$ cat src/rtl/frame_mon_pkg.sv
// -----------------------------------------------------------------------------
// frame_mon_pkg
// Shared types and constants for the frame difference monitor.
//   mon_state_t  : alarm FSM state encoding (OK, PEND, ALARM, CLR)
//   AVG_MIN_RST  : cleared value of the running minimum (largest 8-bit value)
//   AVG_MAX_RST  : cleared value of the running maximum (smallest 8-bit value)
//   RUN_W        : width of the alarm run counter
//   umin8/umax8  : unsigned 8-bit min/max helpers
// -----------------------------------------------------------------------------
package frame_mon_pkg;

   typedef enum logic [1:0] {
      ST_OK    = 2'd0,
      ST_PEND  = 2'd1,
      ST_ALARM = 2'd2,
      ST_CLR   = 2'd3
   } mon_state_t;

   localparam logic [7:0] AVG_MIN_RST = 8'hFF;
   localparam logic [7:0] AVG_MAX_RST = 8'h00;
   localparam int         RUN_W       = 4;

   function automatic logic [7:0] umin8(input logic [7:0] a, input logic [7:0] b);
      return (a < b) ? a : b;
   endfunction

   function automatic logic [7:0] umax8(input logic [7:0] a, input logic [7:0] b);
      return (a > b) ? a : b;
   endfunction

endpackage

$ cat src/rtl/mon_alarm_fsm.sv
// -----------------------------------------------------------------------------
// mon_alarm_fsm
// Debounced alarm: trips after N_TRIP consecutive above-threshold frames and
// releases after N_CLEAR consecutive below-threshold frames. State only moves
// on frame events.
// Ports:
//   clk         in  : clock
//   rst         in  : synchronous active-high reset
//   frame_event in  : one-cycle frame event strobe
//   above       in  : frame difference is at or above the threshold
//   alarm       out : registered alarm level (ALARM or CLR)
//   alarm_rise  out : registered one-cycle pulse on entry to ALARM from OK/PEND
// -----------------------------------------------------------------------------
module mon_alarm_fsm
   import frame_mon_pkg::*;
#(
   parameter int N_TRIP  = 3,
   parameter int N_CLEAR = 2
) (
   input  logic clk,
   input  logic rst,
   input  logic frame_event,
   input  logic above,
   output logic alarm,
   output logic alarm_rise
);

   localparam logic [RUN_W-1:0] TRIP_N  = RUN_W'(N_TRIP);
   localparam logic [RUN_W-1:0] CLEAR_N = RUN_W'(N_CLEAR);

   mon_state_t       r_state;
   logic [RUN_W-1:0] r_run;
   logic             r_alarm;
   logic             r_alarm_rise;

   mon_state_t       w_state_nxt;
   logic [RUN_W-1:0] w_run_nxt;
   logic [RUN_W-1:0] w_run_inc;
   logic             w_alarm_nxt;
   logic             w_rise_nxt;

   assign w_run_inc = r_run + 4'd1;

   // State register, run counter and registered outputs
   always_ff @(posedge clk) begin
      if (rst) begin
         r_state      <= ST_OK;
         r_run        <= 4'd0;
         r_alarm      <= 1'b0;
         r_alarm_rise <= 1'b0;
      end else begin
         r_state      <= w_state_nxt;
         r_run        <= w_run_nxt;
         r_alarm      <= w_alarm_nxt;
         r_alarm_rise <= w_rise_nxt;
      end
   end

   // Next-state and run-counter logic, evaluated only on frame events
   always_comb begin
      w_state_nxt = r_state;
      w_run_nxt   = r_run;
      if (frame_event) begin
         case (r_state)
            ST_OK: begin
               if (above) begin
                  if (TRIP_N == 4'd1) begin
                     w_state_nxt = ST_ALARM;
                     w_run_nxt   = 4'd0;
                  end else begin
                     w_state_nxt = ST_PEND;
                     w_run_nxt   = 4'd1;
                  end
               end else begin
                  w_state_nxt = ST_OK;
                  w_run_nxt   = r_run;
               end
            end
            ST_PEND: begin
               if (above) begin
                  if (w_run_inc == TRIP_N) begin
                     w_state_nxt = ST_ALARM;
                     w_run_nxt   = 4'd0;
                  end else begin
                     w_state_nxt = ST_PEND;
                     w_run_nxt   = w_run_inc;
                  end
               end else begin
                  w_state_nxt = ST_OK;
                  w_run_nxt   = 4'd0;
               end
            end
            ST_ALARM: begin
               if (above) begin
                  w_state_nxt = ST_ALARM;
                  w_run_nxt   = r_run;
               end else if (CLEAR_N == 4'd1) begin
                  w_state_nxt = ST_OK;
                  w_run_nxt   = 4'd0;
               end else begin
                  w_state_nxt = ST_CLR;
                  w_run_nxt   = 4'd1;
               end
            end
            ST_CLR: begin
               if (above) begin
                  w_state_nxt = ST_ALARM;
                  w_run_nxt   = 4'd0;
               end else if (w_run_inc == CLEAR_N) begin
                  w_state_nxt = ST_OK;
                  w_run_nxt   = 4'd0;
               end else begin
                  w_state_nxt = ST_CLR;
                  w_run_nxt   = w_run_inc;
               end
            end
            default: begin
               w_state_nxt = ST_OK;
               w_run_nxt   = 4'd0;
            end
         endcase
      end else begin
         w_state_nxt = r_state;
         w_run_nxt   = r_run;
      end
   end

   // Output decode from the next state so the outputs can be registered
   always_comb begin
      w_alarm_nxt = 1'b0;
      w_rise_nxt  = 1'b0;
      if ((w_state_nxt == ST_ALARM) || (w_state_nxt == ST_CLR)) begin
         w_alarm_nxt = 1'b1;
      end else begin
         w_alarm_nxt = 1'b0;
      end
      // CLR->ALARM re-entry is not a new alarm, so only OK/PEND origins pulse
      if (frame_event && (w_state_nxt == ST_ALARM) &&
          ((r_state == ST_OK) || (r_state == ST_PEND))) begin
         w_rise_nxt = 1'b1;
      end else begin
         w_rise_nxt = 1'b0;
      end
   end

   assign alarm      = r_alarm;
   assign alarm_rise = r_alarm_rise;

endmodule

$ cat src/rtl/frame_diff_monitor.sv
// -----------------------------------------------------------------------------
// frame_diff_monitor
// Captures the averager result on every completed frame (rising edge of done)
// and keeps running statistics plus a debounced difference alarm.
// Ports:
//   clk        in  : clock
//   rst        in  : synchronous active-high reset
//   done       in  : averager done level; its rising edge marks a frame
//   avg_in     in  : 8-bit frame average
//   diff_in    in  : 8-bit frame absolute difference
//   clr_stats  in  : synchronous clear of statistics only
//   stat_valid out : one-cycle pulse after statistics were updated
//   frame_cnt  out : saturating frame counter
//   avg_min    out : minimum average seen
//   avg_max    out : maximum average seen
//   diff_peak  out : maximum difference seen
//   alarm      out : alarm level
//   alarm_rise out : one-cycle pulse on alarm assertion
// -----------------------------------------------------------------------------
module frame_diff_monitor
   import frame_mon_pkg::*;
#(
   parameter logic [7:0] THRESH  = 8'd16,
   parameter int         N_TRIP  = 3,
   parameter int         N_CLEAR = 2,
   parameter int         CNT_W   = 16
) (
   input  logic             clk,
   input  logic             rst,
   input  logic             done,
   input  logic [7:0]       avg_in,
   input  logic [7:0]       diff_in,
   input  logic             clr_stats,
   output logic             stat_valid,
   output logic [CNT_W-1:0] frame_cnt,
   output logic [7:0]       avg_min,
   output logic [7:0]       avg_max,
   output logic [7:0]       diff_peak,
   output logic             alarm,
   output logic             alarm_rise
);

   localparam logic [CNT_W-1:0] CNT_ONE = {{(CNT_W-1){1'b0}}, 1'b1};
   localparam logic [CNT_W-1:0] CNT_MAX = {CNT_W{1'b1}};

   logic             r_done_q;
   logic             r_stat_valid;
   logic [CNT_W-1:0] r_frame_cnt;
   logic [7:0]       r_avg_min;
   logic [7:0]       r_avg_max;
   logic [7:0]       r_diff_peak;

   logic             w_event;
   logic             w_above;
   logic [CNT_W-1:0] w_cnt_base;
   logic [7:0]       w_min_base;
   logic [7:0]       w_max_base;
   logic [7:0]       w_peak_base;
   logic [CNT_W-1:0] w_cnt_nxt;
   logic [7:0]       w_min_nxt;
   logic [7:0]       w_max_nxt;
   logic [7:0]       w_peak_nxt;

   // done_q resets high so a done level already present at reset is not a frame
   assign w_event = done & ~r_done_q;
   assign w_above = (diff_in >= THRESH);

   // Clear is applied first so a coincident event lands on the cleared values
   always_comb begin
      w_cnt_base  = r_frame_cnt;
      w_min_base  = r_avg_min;
      w_max_base  = r_avg_max;
      w_peak_base = r_diff_peak;
      if (clr_stats) begin
         w_cnt_base  = {CNT_W{1'b0}};
         w_min_base  = AVG_MIN_RST;
         w_max_base  = AVG_MAX_RST;
         w_peak_base = 8'h00;
      end else begin
         w_cnt_base  = r_frame_cnt;
         w_min_base  = r_avg_min;
         w_max_base  = r_avg_max;
         w_peak_base = r_diff_peak;
      end
   end

   // Fold the sampled frame into the statistics on an event
   always_comb begin
      w_cnt_nxt  = w_cnt_base;
      w_min_nxt  = w_min_base;
      w_max_nxt  = w_max_base;
      w_peak_nxt = w_peak_base;
      if (w_event) begin
         if (w_cnt_base == CNT_MAX) begin
            w_cnt_nxt = w_cnt_base;
         end else begin
            w_cnt_nxt = w_cnt_base + CNT_ONE;
         end
         w_min_nxt  = umin8(w_min_base, avg_in);
         w_max_nxt  = umax8(w_max_base, avg_in);
         w_peak_nxt = umax8(w_peak_base, diff_in);
      end else begin
         w_cnt_nxt  = w_cnt_base;
         w_min_nxt  = w_min_base;
         w_max_nxt  = w_max_base;
         w_peak_nxt = w_peak_base;
      end
   end

   // Edge-detect and statistics registers
   always_ff @(posedge clk) begin
      if (rst) begin
         r_done_q     <= 1'b1;
         r_stat_valid <= 1'b0;
         r_frame_cnt  <= {CNT_W{1'b0}};
         r_avg_min    <= AVG_MIN_RST;
         r_avg_max    <= AVG_MAX_RST;
         r_diff_peak  <= 8'h00;
      end else begin
         r_done_q     <= done;
         r_stat_valid <= w_event;
         r_frame_cnt  <= w_cnt_nxt;
         r_avg_min    <= w_min_nxt;
         r_avg_max    <= w_max_nxt;
         r_diff_peak  <= w_peak_nxt;
      end
   end

   mon_alarm_fsm #(
      .N_TRIP  (N_TRIP),
      .N_CLEAR (N_CLEAR)
   ) u_alarm_fsm (
      .clk         (clk),
      .rst         (rst),
      .frame_event (w_event),
      .above       (w_above),
      .alarm       (alarm),
      .alarm_rise  (alarm_rise)
   );

   assign stat_valid = r_stat_valid;
   assign frame_cnt  = r_frame_cnt;
   assign avg_min    = r_avg_min;
   assign avg_max    = r_avg_max;
   assign diff_peak  = r_diff_peak;

endmodule

$ cat config.mk
export PLATFORM = sky130hd
export DESIGN_NAME = frame_diff_monitor
export DESIGN_NICKNAME = d
export VERILOG_FILES = /design/src/rtl/frame_mon_pkg.sv /design/src/rtl/mon_alarm_fsm.sv /design/src/rtl/frame_diff_monitor.sv
export SDC_FILE = /design/constraint.sdc
export NUM_CORES = 1
export LEC_CHECK = 0
export CAP_MARGIN = 25
export CORE_AREA = 3 3 107 109
export DETAILED_ROUTE_END_ITERATION = 10
export DIE_AREA = 0 0 110 112
export GPL_TIMING_DRIVEN = 0
export HOLD_SLACK_MARGIN = 0.06
export PLACE_DENSITY = 0.51
export SLEW_MARGIN = 10
export SYNTH_ARGS = -nofsm -noshare
export SYNTH_HDL_FRONTEND = slang
export SYNTH_SLANG_ARGS = --single-unit
$ cat constraint.sdc
create_clock -name clk -period 4.7 [get_ports clk]
set_clock_uncertainty 0.1 [all_clocks]
set_input_delay 0.94 -clock clk [delete_from_list [all_inputs] [get_ports clk]]
set_output_delay 0.94 -clock clk [all_outputs]
set_load 0.05 [all_outputs]
# Word level (Yosys, flattened, before mapping)
# Index checks and enable logic that the tools add are counted.
[totals]
in_bits = 20
register_bits = 50
out_inout_bits = 43
latchBits = 0
ramBits = 0
mem_count = 0
romBits = 0
[classes]
shift = 0
div_mod_pow = 0
n_mux = 29
addsub = 2
n_lt_le_gt_ge = 4
mul = 0
bitwise = 2
n_reduce_logical = 6
n_eq_ne = 10
[op_table]
columns = ["op", "count"]
rows = [
  ["two-way mux 8 bit", 9],
  ["two-way mux 16 bit", 3],
  ["two-way mux 4 bit", 6],
  ["adder 16 x 1 -> 16 bit (second input constant)", 1],
  ["equality test 16 bit (second input constant)", 1],
  ["> comparator 8 bit", 2],
  ["one-hot mux 4 bit (4 select lines)", 1],
  ["two-way mux 2 bit", 5],
  ["equality test 2 bit (second input constant)", 4],
  ["equality test 4 x 2 -> 1 bit (second input constant)", 2],
  [">= comparator 8 x 5 -> 1 bit (second input constant)", 1],
  ["less-than comparator 8 bit", 1],
  ["one-hot mux 2 bit (4 select lines)", 1],
  ["adder 4 x 1 -> 4 bit (second input constant)", 1],
  ["two-way mux 1 bit", 4],
  ["AND reduction 3 bit", 1],
  ["equality test 2 x 1 -> 1 bit (second input constant)", 1],
  ["logical AND 1 bit", 2],
  ["logical NOT 2 bit", 1],
  ["logical OR 1 bit", 2],
  ["!= test 2 x 1 -> 1 bit (second input constant)", 1],
  ["!= test 2 bit (second input constant)", 1],
  ["AND 1 bit", 1],
  ["inverter 1 bit", 1],
]

# Depth between registers and ports, before layout
# Gate-level depths: netlist of run 1.
[logic_depth]
word_depth = 10
ltp_mapped = 9
ltp_nobuf = 8

# Modules after synthesis
# From an unflattened synthesis of run 1, not the netlist that was laid out.
[hier_totals]
hier_cells = 377
hier_area_um2 = 3309.4
[by_module_without_submodules]
columns = ["mod", "instances", "seq_area_each_um2", "cells_each", "area_per_inst_um2"]
rows = [
  ["frame_diff_monitor", 1, 840.8, 316, 2780.2],
  ["mon_alarm_fsm", 1, 160.2, 61, 529.3],
]

# Worst setup path before layout of run 1
# No wires, ideal clock.
[synth_timing]
kind = "input to register"
from = "input clr_stats"
to = "register r_avg_max[0], in the netlist avg_max[0]"
required_ns = 4.527
path_stages = 9
n_path_buf = 2
arrival_ns = 2.801
slack_ns = 1.725
setup_time_ns = 0.073
path_cell_list = "buf_2 > clkbuf_1 > nor2b_1 > ha_1 > nor2b_1 > o211ai_1 > a21o_1 > a31oi_2 > mux2i_1"
[synth_via]
elab_chain_len = 4
[synth_rtl]
columns = ["element", "line", "rtl"]
rows = [
  ["start, declared", "frame_diff_monitor.sv:33", "input logic clr_stats,"],
  ["two-way mux 8 bit *", "frame_diff_monitor.sv:74", "if (clr_stats) begin"],
  ["> comparator 8 bit", "frame_mon_pkg.sv:28", "return (a > b) ? a : b;"],
  ["two-way mux 8 bit", "frame_mon_pkg.sv:28", ""],
  ["two-way mux 8 bit *", "frame_diff_monitor.sv:93", "if (w_event) begin"],
  ["end signal, assigned", "frame_diff_monitor.sv:124", "r_avg_max <= w_max_nxt;"],
  ["end, declared", "frame_diff_monitor.sv:50", "logic [7:0] r_avg_max;"],
]
# Mark *: on every way between the ends. The rest lies on a longest branch, timed or not.
# A chain may end at the register's enable or synchronous reset.

# Final worst setup path of run 1
[layout_timing]
from = "input clr_stats"
to = "register r_avg_max[2], in the netlist avg_max[2]"
# The elaborated chain is that of the path after synthesis.

==> results of run 1 <==
-- metal layers --
layer  GRT usage (%)  wire length [um]
met1            19.5              3850
met2            20.4              3470
met3            3.42               462
met4            3.33               136
met5               0                 0
-- cells in the final DEF (no fill, tap or decap), types with 10 or more instances in the layout --
cell type / count
clkbuf_1: 13
dfxtp_1: 50
or2_2: 10
nand2b_1: 32
clkdlybuf4s50_1: 61
nand2_1: 16
inv_1: 19
xnor2_1: 10
a21oi_1: 16
ha_1: 27
nor2b_1: 21
nor2_1: 39
mux2i_1: 26
-- power by group --
group | total [mW] | switching [mW] | internal (mW)
registers | 0.435 | 0.00434 | 0.430
logic | 0.132 | 0.0775 | 0.0545
clock network | 0.259 | 0.140 | 0.119
-- state kept, by name, summed over array words and instances (netlist names), 2 cells and up --
signal and cells:
frame_cnt 16, avg_max 8, avg_min 8, diff_peak 8, u_alarm_fsm.r_run 4, u_alarm_fsm.r_state 2
-- critical path, delay by kind of cell --
| kind | cells | cell delay, ns |
|---|---|---|
| compound gates | 3 | 0.88 |
| fa+ha+maj | 1 | 0.32 |
| buf+inv | 3 | 1.27 |
| mux | 1 | 0.26 |
| simple gates | 2 | 0.28 |
-- cell type report --
class	count	share of cell area, %
Clock buffer	7	2.15
Buffer	16	1.74
Inverter	19	1.77
Sequential cell	50	24.9
Timing Repair Buffer	61	15.2
Tap cell	140	4.36
Clock inverter	1	0.124
Multi-Input combinational cell	278	49.8
-- through the flow --
| stage | utilization [%] | cells | worst slack [ns] | area [um2] |
|---|---|---|---|---|
| finish | 37.6 | 572 | 0.868 | 4020 |
| detailed placement | 36.7 | 564 | 0.525 | 3930 |
| floorplan | - | 363 | 1.73 | 3140 |
| CTS | 37.6 | 572 | 0.825 | 4020 |
| global placement | 36.7 | 564 | 0.525 | 3930 |
| global route | 37.6 | 572 | 0.642 | 4020 |
-- path summary, 6_finish.rpt --
check / to / slack, ns
min reg2reg: u_alarm_fsm.alarm_rise / 0.43
max: avg_max[2] / 0.87
min: u_alarm_fsm.alarm_rise / 0.43
max reg2reg: avg_max[2] / 2.48
-- logic make-up (layout without fill, tap and decap cells) --
family / Yosys count / in the layout / share of synthesized area, %
AOI/OAI and AO/OA: 48 / 48 / 11.7
muxes: 27 / 27 / 8.64
adders and majority gates: 27 / 27 / 10.7
DFF: 50 / 50 / 31.8
buffers and inverters: 35 / 104 / 4.50
and+or+nand+nor: 162 / 162 / 28.7
xor gates and xnor gates: 14 / 14 / 3.90
==> impl_metrics.tcl, run 1 <==
set metrics [dict create \
    status "completed" \
    clkTransAtPathRegs_ns 0.09 \
    worst_hold_slack_ns 0.425 \
    timing.setup.tns_ns 0 \
    dpl.hpwl_um 6180 \
    worstReg2RegStart "avg_max[1]" \
    antennaDiodeCount 0 \
    die_y_um 112 \
    worstSetupPathType "primary input to flip-flop" \
    synth_seq_cells 50 \
    cts_sinks 50 \
    crit_chain "clkdlybuf4s50_1 > buf_2 > clkbuf_1 > nor2b_1 > ha_1 > nor2b_1 > o211ai_1 > a21o_1 > a31oi_2 > mux2i_1" \
    synth_nets 410 \
    synth.most_common_cell "dfxtp_1" \
    grt_max_degree 15 \
    multi_input_area_mm2 0.00200 \
    yosys.area.top_type "dfxtp_1" \
    power_density_mw_per_mm2 205 \
    synthCells 363 \
    cap_viol_max_count 0 \
    finalCriticalPeriod_ns 3.83 \
    gp_congestion 0.779 \
    synthArstFlopShare_pct 0 \
    worstPathRequired_ns 4.83 \
    regArea_mm2 0.00100 \
    finalCritPeriodShare_pct 81.5 \
    io_buffers 61 \
    crit_path_frequent_cell "nor2b_1" \
    ys.flop_type "dfxtp_1" \
    cts-resized-gates 0 \
    relSlewSlack_pct 51.0 \
    finalPower_uw 825 \
    fin_nets 478 \
    drt_iter0_drc 62 \
    cts_root_buf "clkbuf_8" \
    cp-end-kind "flip-flop" \
    netlist.area_leader.share_pct 31.8 \
    cp_slowest_cell "a31oi_2" \
    grt_overflow 0 \
    synthTopCellsByCount "50 x dfxtp_1, 39 x nor2_1, 32 x nand2b_1, 27 x ha_1, 26 x mux2i_1" \
    synth-edff-count 0 \
    h-tree-depth 2 \
    first_global_vias 2671 \
    synth_cell_type_count 52 \
    grt_pass1_wl_um 13500 \
    io_pins 63 \
    p_leak_nw 1.59 \
    path_max_fanout 10 \
    synth_area_leaders "dfxtp_1 32%, ha_1 11%, mux2i_1 8.3%" \
    synth-seq-area-share_pct 31.8 \
    clockBufferDepth 2 \
    fillCellCount 1147 \
    rows 38 \
    die-width_um 110 \
    fmax_ghz 0.261 \
    initial_core_util_pct 29.4 \
    viasPerCell 4.70 \
    start_kind "primary input" \
    hold_depth 1 \
    syn_to_final_growth_pct 27.9 \
    synth_area_mm2 0.00314 \
    antenna_found_initial 0 \
    drtAntennaViolNets 0 \
    die-area_mm2 0.0123 \
    ir_drop_v 0.000122 \
    avgSynthCellArea_um2 8.66 \
    firstDrtPassIters 4 \
    drc_errors 0 \
    clock_latency_ns 0.30 \
    holdCritPathClass "flip-flop to flip-flop" \
    core_area_mm2 0.0107 \
    hold_viol_final 0 \
    hold_buffers 0 \
    yosysWarnings 0 \
    cpPeakStageDelay_ns 0.62 \
    finalSetupViolCount 0 \
    worst_pin_slew_ns 0.732 \
    min_from "u_alarm_fsm.r_state[1]" \
    slew_viol_final 0 \
    cts_buffers 5 \
    rr_worst_depth 7 \
    rsz0062_at_grt "no" \
    worstPathArrival_ns 3.96 \
    cts_tree "built" \
    num_vias 2689 \
    wl_per_cell_um 13.8 \
    drive_gt1_share_pct 7.64 \
    setup.worst_path.start "clr_stats" \
    track_usage_pct 13.6 \
    cts_setup_buffers 0 \
    finalWirelength_um 7910 \
]
No activity file was read; power rests on OpenSTA's default activity.
==> inputs of run 2 (changes only) <==
==> constraint.sdc (replaced) <==
create_clock -name clk -period 3.92 [get_ports clk]
set_clock_uncertainty 0.1 [all_clocks]
set_input_delay 0.784 -clock clk [delete_from_list [all_inputs] [get_ports clk]]
set_output_delay 0.784 -clock clk [all_outputs]
set_load 0.05 [all_outputs]
==> results of run 2 <==
The final DEF is identical to that of run 1. Status: completed.
Main changes from that run: setup slack after placement 0.525 ns -> -0.0988 ns; setup slack after layout 0.868 ns -> 0.244 ns; register-to-register setup slack 2.48 ns -> 1.70 ns; total power 0.825 mW -> 0.989 mW; worst IR drop on VDD 0.000122 V -> 0.000147 V
==> inputs of run 3 (changes only) <==
--- a/config.mk
+++ b/config.mk
@@ -5,10 +5,11 @@
 export SDC_FILE = /design/constraint.sdc
 export NUM_CORES = 1
 export LEC_CHECK = 0
+export ABC_AREA = 1
 export CAP_MARGIN = 25
-export CORE_AREA = 3 3 107 109
+export CORE_AREA = 3 3 112 114
 export DETAILED_ROUTE_END_ITERATION = 10
-export DIE_AREA = 0 0 110 112
+export DIE_AREA = 0 0 115 117
 export GPL_TIMING_DRIVEN = 0
 export HOLD_SLACK_MARGIN = 0.06
 export PLACE_DENSITY = 0.51
==> run 3 against run 2 <==
  * Combinational power grew 34%
  * Worst hold slack lost 0.029 ns
  * Synthesized area grew 9.5%
  * Final cell count grew 30%
  * Sequential power grew 2%
  * First-iteration DRC count grew to 3.1 times the previous value
  * Sequential share of layout area shrank 2.2 points
  * Via count grew 29%
==> impl_metrics.tcl, run 3 <==
set metrics [dict create \
    holdPathEnd "u_alarm_fsm.r_run[3]" \
    drt_iter0_drc 195 \
    rows 39 \
    finalCritPeriodShare_pct 90.3 \
    dpl.hpwl_um 7310 \
    track_usage_pct 14.7 \
    cts-resized-gates 0 \
    cts_buffers 5 \
    relSlewSlack_pct 57.3 \
    synthCells 529 \
    wl_per_cell_um 13.0 \
    r2r_slack_ns 1.80 \
    grtUsageMet1_pct 19.8 \
    final_cell_mix "130 x nand2_1, 70 x nor2_1, 67 x inv_1" \
    drive_gt1_share_pct 8.85 \
    ys.flop_type "dfxtp_1" \
    worstReg2RegStart "avg_min[5]" \
    power_density_mw_per_mm2 283 \
    gp_congestion 0.887 \
    yosys.area_share.simple_pct 39.4 \
    synth_area_mm2 0.00344 \
    synth_nets 576 \
    cts_tree "built" \
    grt_pass1_wl_um 15800 \
    worstSetupPathType "primary input to flip-flop" \
    rsz0062_at_grt "no" \
    cts_root_buf "clkbuf_16" \
    grt_overflow 0 \
    num_vias 3465 \
    grtUsageMet2_pct 24.5 \
    fillCellCount 1229 \
    cpPeakStageDelay_ns 0.68 \
    cts_setup_buffers 0 \
    cap_viol_max_count 0 \
    grt_max_degree 16 \
    antenna_found_initial 0 \
    die-area_mm2 0.0135 \
    worstPathArrival_ns 3.67 \
    met3_usage_pct 2.67 \
    io_pins 63 \
    synth-edff-count 0 \
    core_area_mm2 0.0115 \
    synth_compound_area_share_pct 9.63 \
    clockBufferDepth 2 \
    h-tree-depth 2 \
    yosysWarnings 0 \
    synth_xor_area_share_pct 1.27 \
    fin_nets 645 \
    antennaDiodeCount 0 \
    firstDrtPassIters 4 \
    io_buffers 62 \
    crit_chain "clkdlybuf4s50_1 > buf_6 > clkbuf_1 > or2_2 > ha_1 > a21oi_1 > nor2_1 > a211oi_1 > nand2_2 > nand2_1 > nand2_1 > nand3_1" \
    synth_mux_area_share_pct 0 \
    synth_fa_ha_area_share_pct 9.81 \
    fmax_ghz 0.283 \
    synth-seq-area-share_pct 29.1 \
    p_leak_nw 1.90 \
    hold_depth 2 \
    finalWirelength_um 9660 \
    yosys.area.top_type "dfxtp_1" \
    clkTransAtPathRegs_ns 0.07 \
    die-width_um 115 \
    ir_drop_v 0.000139 \
    netlist.area_leader.share_pct 29.1 \
    hold_buffers 0 \
    drc_errors 0 \
    timing.setup.tns_ns 0 \
    synthTopCellsByCount "130 x nand2_1, 70 x nor2_1, 67 x inv_1, 52 x nand3_1, 50 x dfxtp_1" \
    initial_core_util_pct 29.9 \
    status "completed" \
    hold_viol_final 0 \
    clock_latency_ns 0.30 \
    rr_worst_depth 9 \
    drtAntennaViolNets 0 \
    synth_seq_cells 50 \
    avgSynthCellArea_um2 6.51 \
    syn_to_final_growth_pct 28.0 \
    synth_cell_type_count 35 \
    cts_sinks 50 \
    worstPathRequired_ns 4.06 \
    largest_reg_flops 16 \
    viasPerCell 4.67 \
    start_kind "primary input" \
    cp_slowest_cell "clkdlybuf4s50_1" \
    crit_path_frequent_cell "nand2_1" \
    cp-end-kind "flip-flop" \
    mostFrequentLayoutCell "nand2_1" \
    synth_top_family_by_area "simple AND/OR/NAND/NOR gates" \
    slew_viol_final 0 \
    final_util_pct 38.3 \
    first_global_vias 3229 \
    r2r_end "avg_min[1]" \
    worst-path-buf-inv 3 \
    synth.most_common_cell "nand2_1" \
    synth_area_leaders "dfxtp_1 29%, nand2_1 14%, ha_1 9.8%" \
    path_max_fanout 10 \
    min_from "u_alarm_fsm.r_run[3]" \
    finalSetupViolCount 0 \
    grt-busiest-layer "met2" \
    die_y_um 117 \
    cp_top_family "buffers and inverters" \
    synthArstFlopShare_pct 0 \
    worst_pin_slew_ns 0.641 \
    holdCritPathClass "flip-flop to flip-flop" \
    finalCriticalPeriod_ns 3.54 \
]
run 3: per-stage QoR:
step | total power, mW | instance area [um2] | worst slack [ns] | hold WS [ns] | std cells
after floorplan | 0.676 | 3440 | 1.26 | 0.358 | 529
after global placement | 0.752 | 4240 | 0.0242 | 0.375 | 734
after detailed placement | 0.753 | 4240 | 0.0495 | 0.387 | 734
after CTS | 1.27 | 4410 | 0.350 | 0.397 | 742
after global routing | 1.31 | 4410 | 0.157 | 0.415 | 742
final | 1.25 | 4410 | 0.382 | 0.396 | 742
run 3: layer usage:
layer	wire length, um	up-vias
met1	4590	1532
met4	133	0
met3	628	10
met2	4310	97
li1	-	1826
met5	0	-
run 3: worst min-delay path, stage by stage (launching register included):
cell and delay, ns:
dfxtp_1 0.32, nand2_1 0.06, a21oi_1 0.06
run 3: cell type report:
cell class / count / area, um2 / area share (%)
repair buffers: 62 / 621 / 14.1
well taps: 143 / 179 / 4.06
flip-flops and latches: 50 / 1000 / 22.7
clock buffers: 5 / 125 / 2.84
clock inverters: 3 / 40.0 / 0.908
multi-input cells: 389 / 2070 / 46.9
plain buffers: 19 / 108 / 2.44
inverters: 71 / 267 / 6.05
run 3: how the worst max path moves through the flow:
stage	from	to	slack, ns	cells after the start
floorplan	clr_stats	avg_min[0]	1.26	11
global placement	clr_stats	avg_min[6]	0.02	12
detailed placement	clr_stats	avg_min[1]	0.05	12
CTS	clr_stats	avg_min[5]	0.35	12
global route	clr_stats	diff_peak[5]	0.16	14
finish	clr_stats	avg_min[1]	0.38	12
run 3: cell families after synthesis:
group / after synthesis
fa+ha+maj: 27
compound gates: 60
xor+xnor: 5
simple gates: 297
flops: 50
buf+inv: 90
run 3: power by group:
| part | leakage (nW) | internal, mW | switching [mW] | total (mW) |
|---|---|---|---|---|
| combinational | 1.41 | 0.0760 | 0.134 | 0.211 |
| sequential | 0.406 | 0.521 | 0.00846 | 0.529 |
| clock | 0.0836 | 0.300 | 0.206 | 0.506 |
| total | 1.90 | 0.896 | 0.349 | 1.25 |
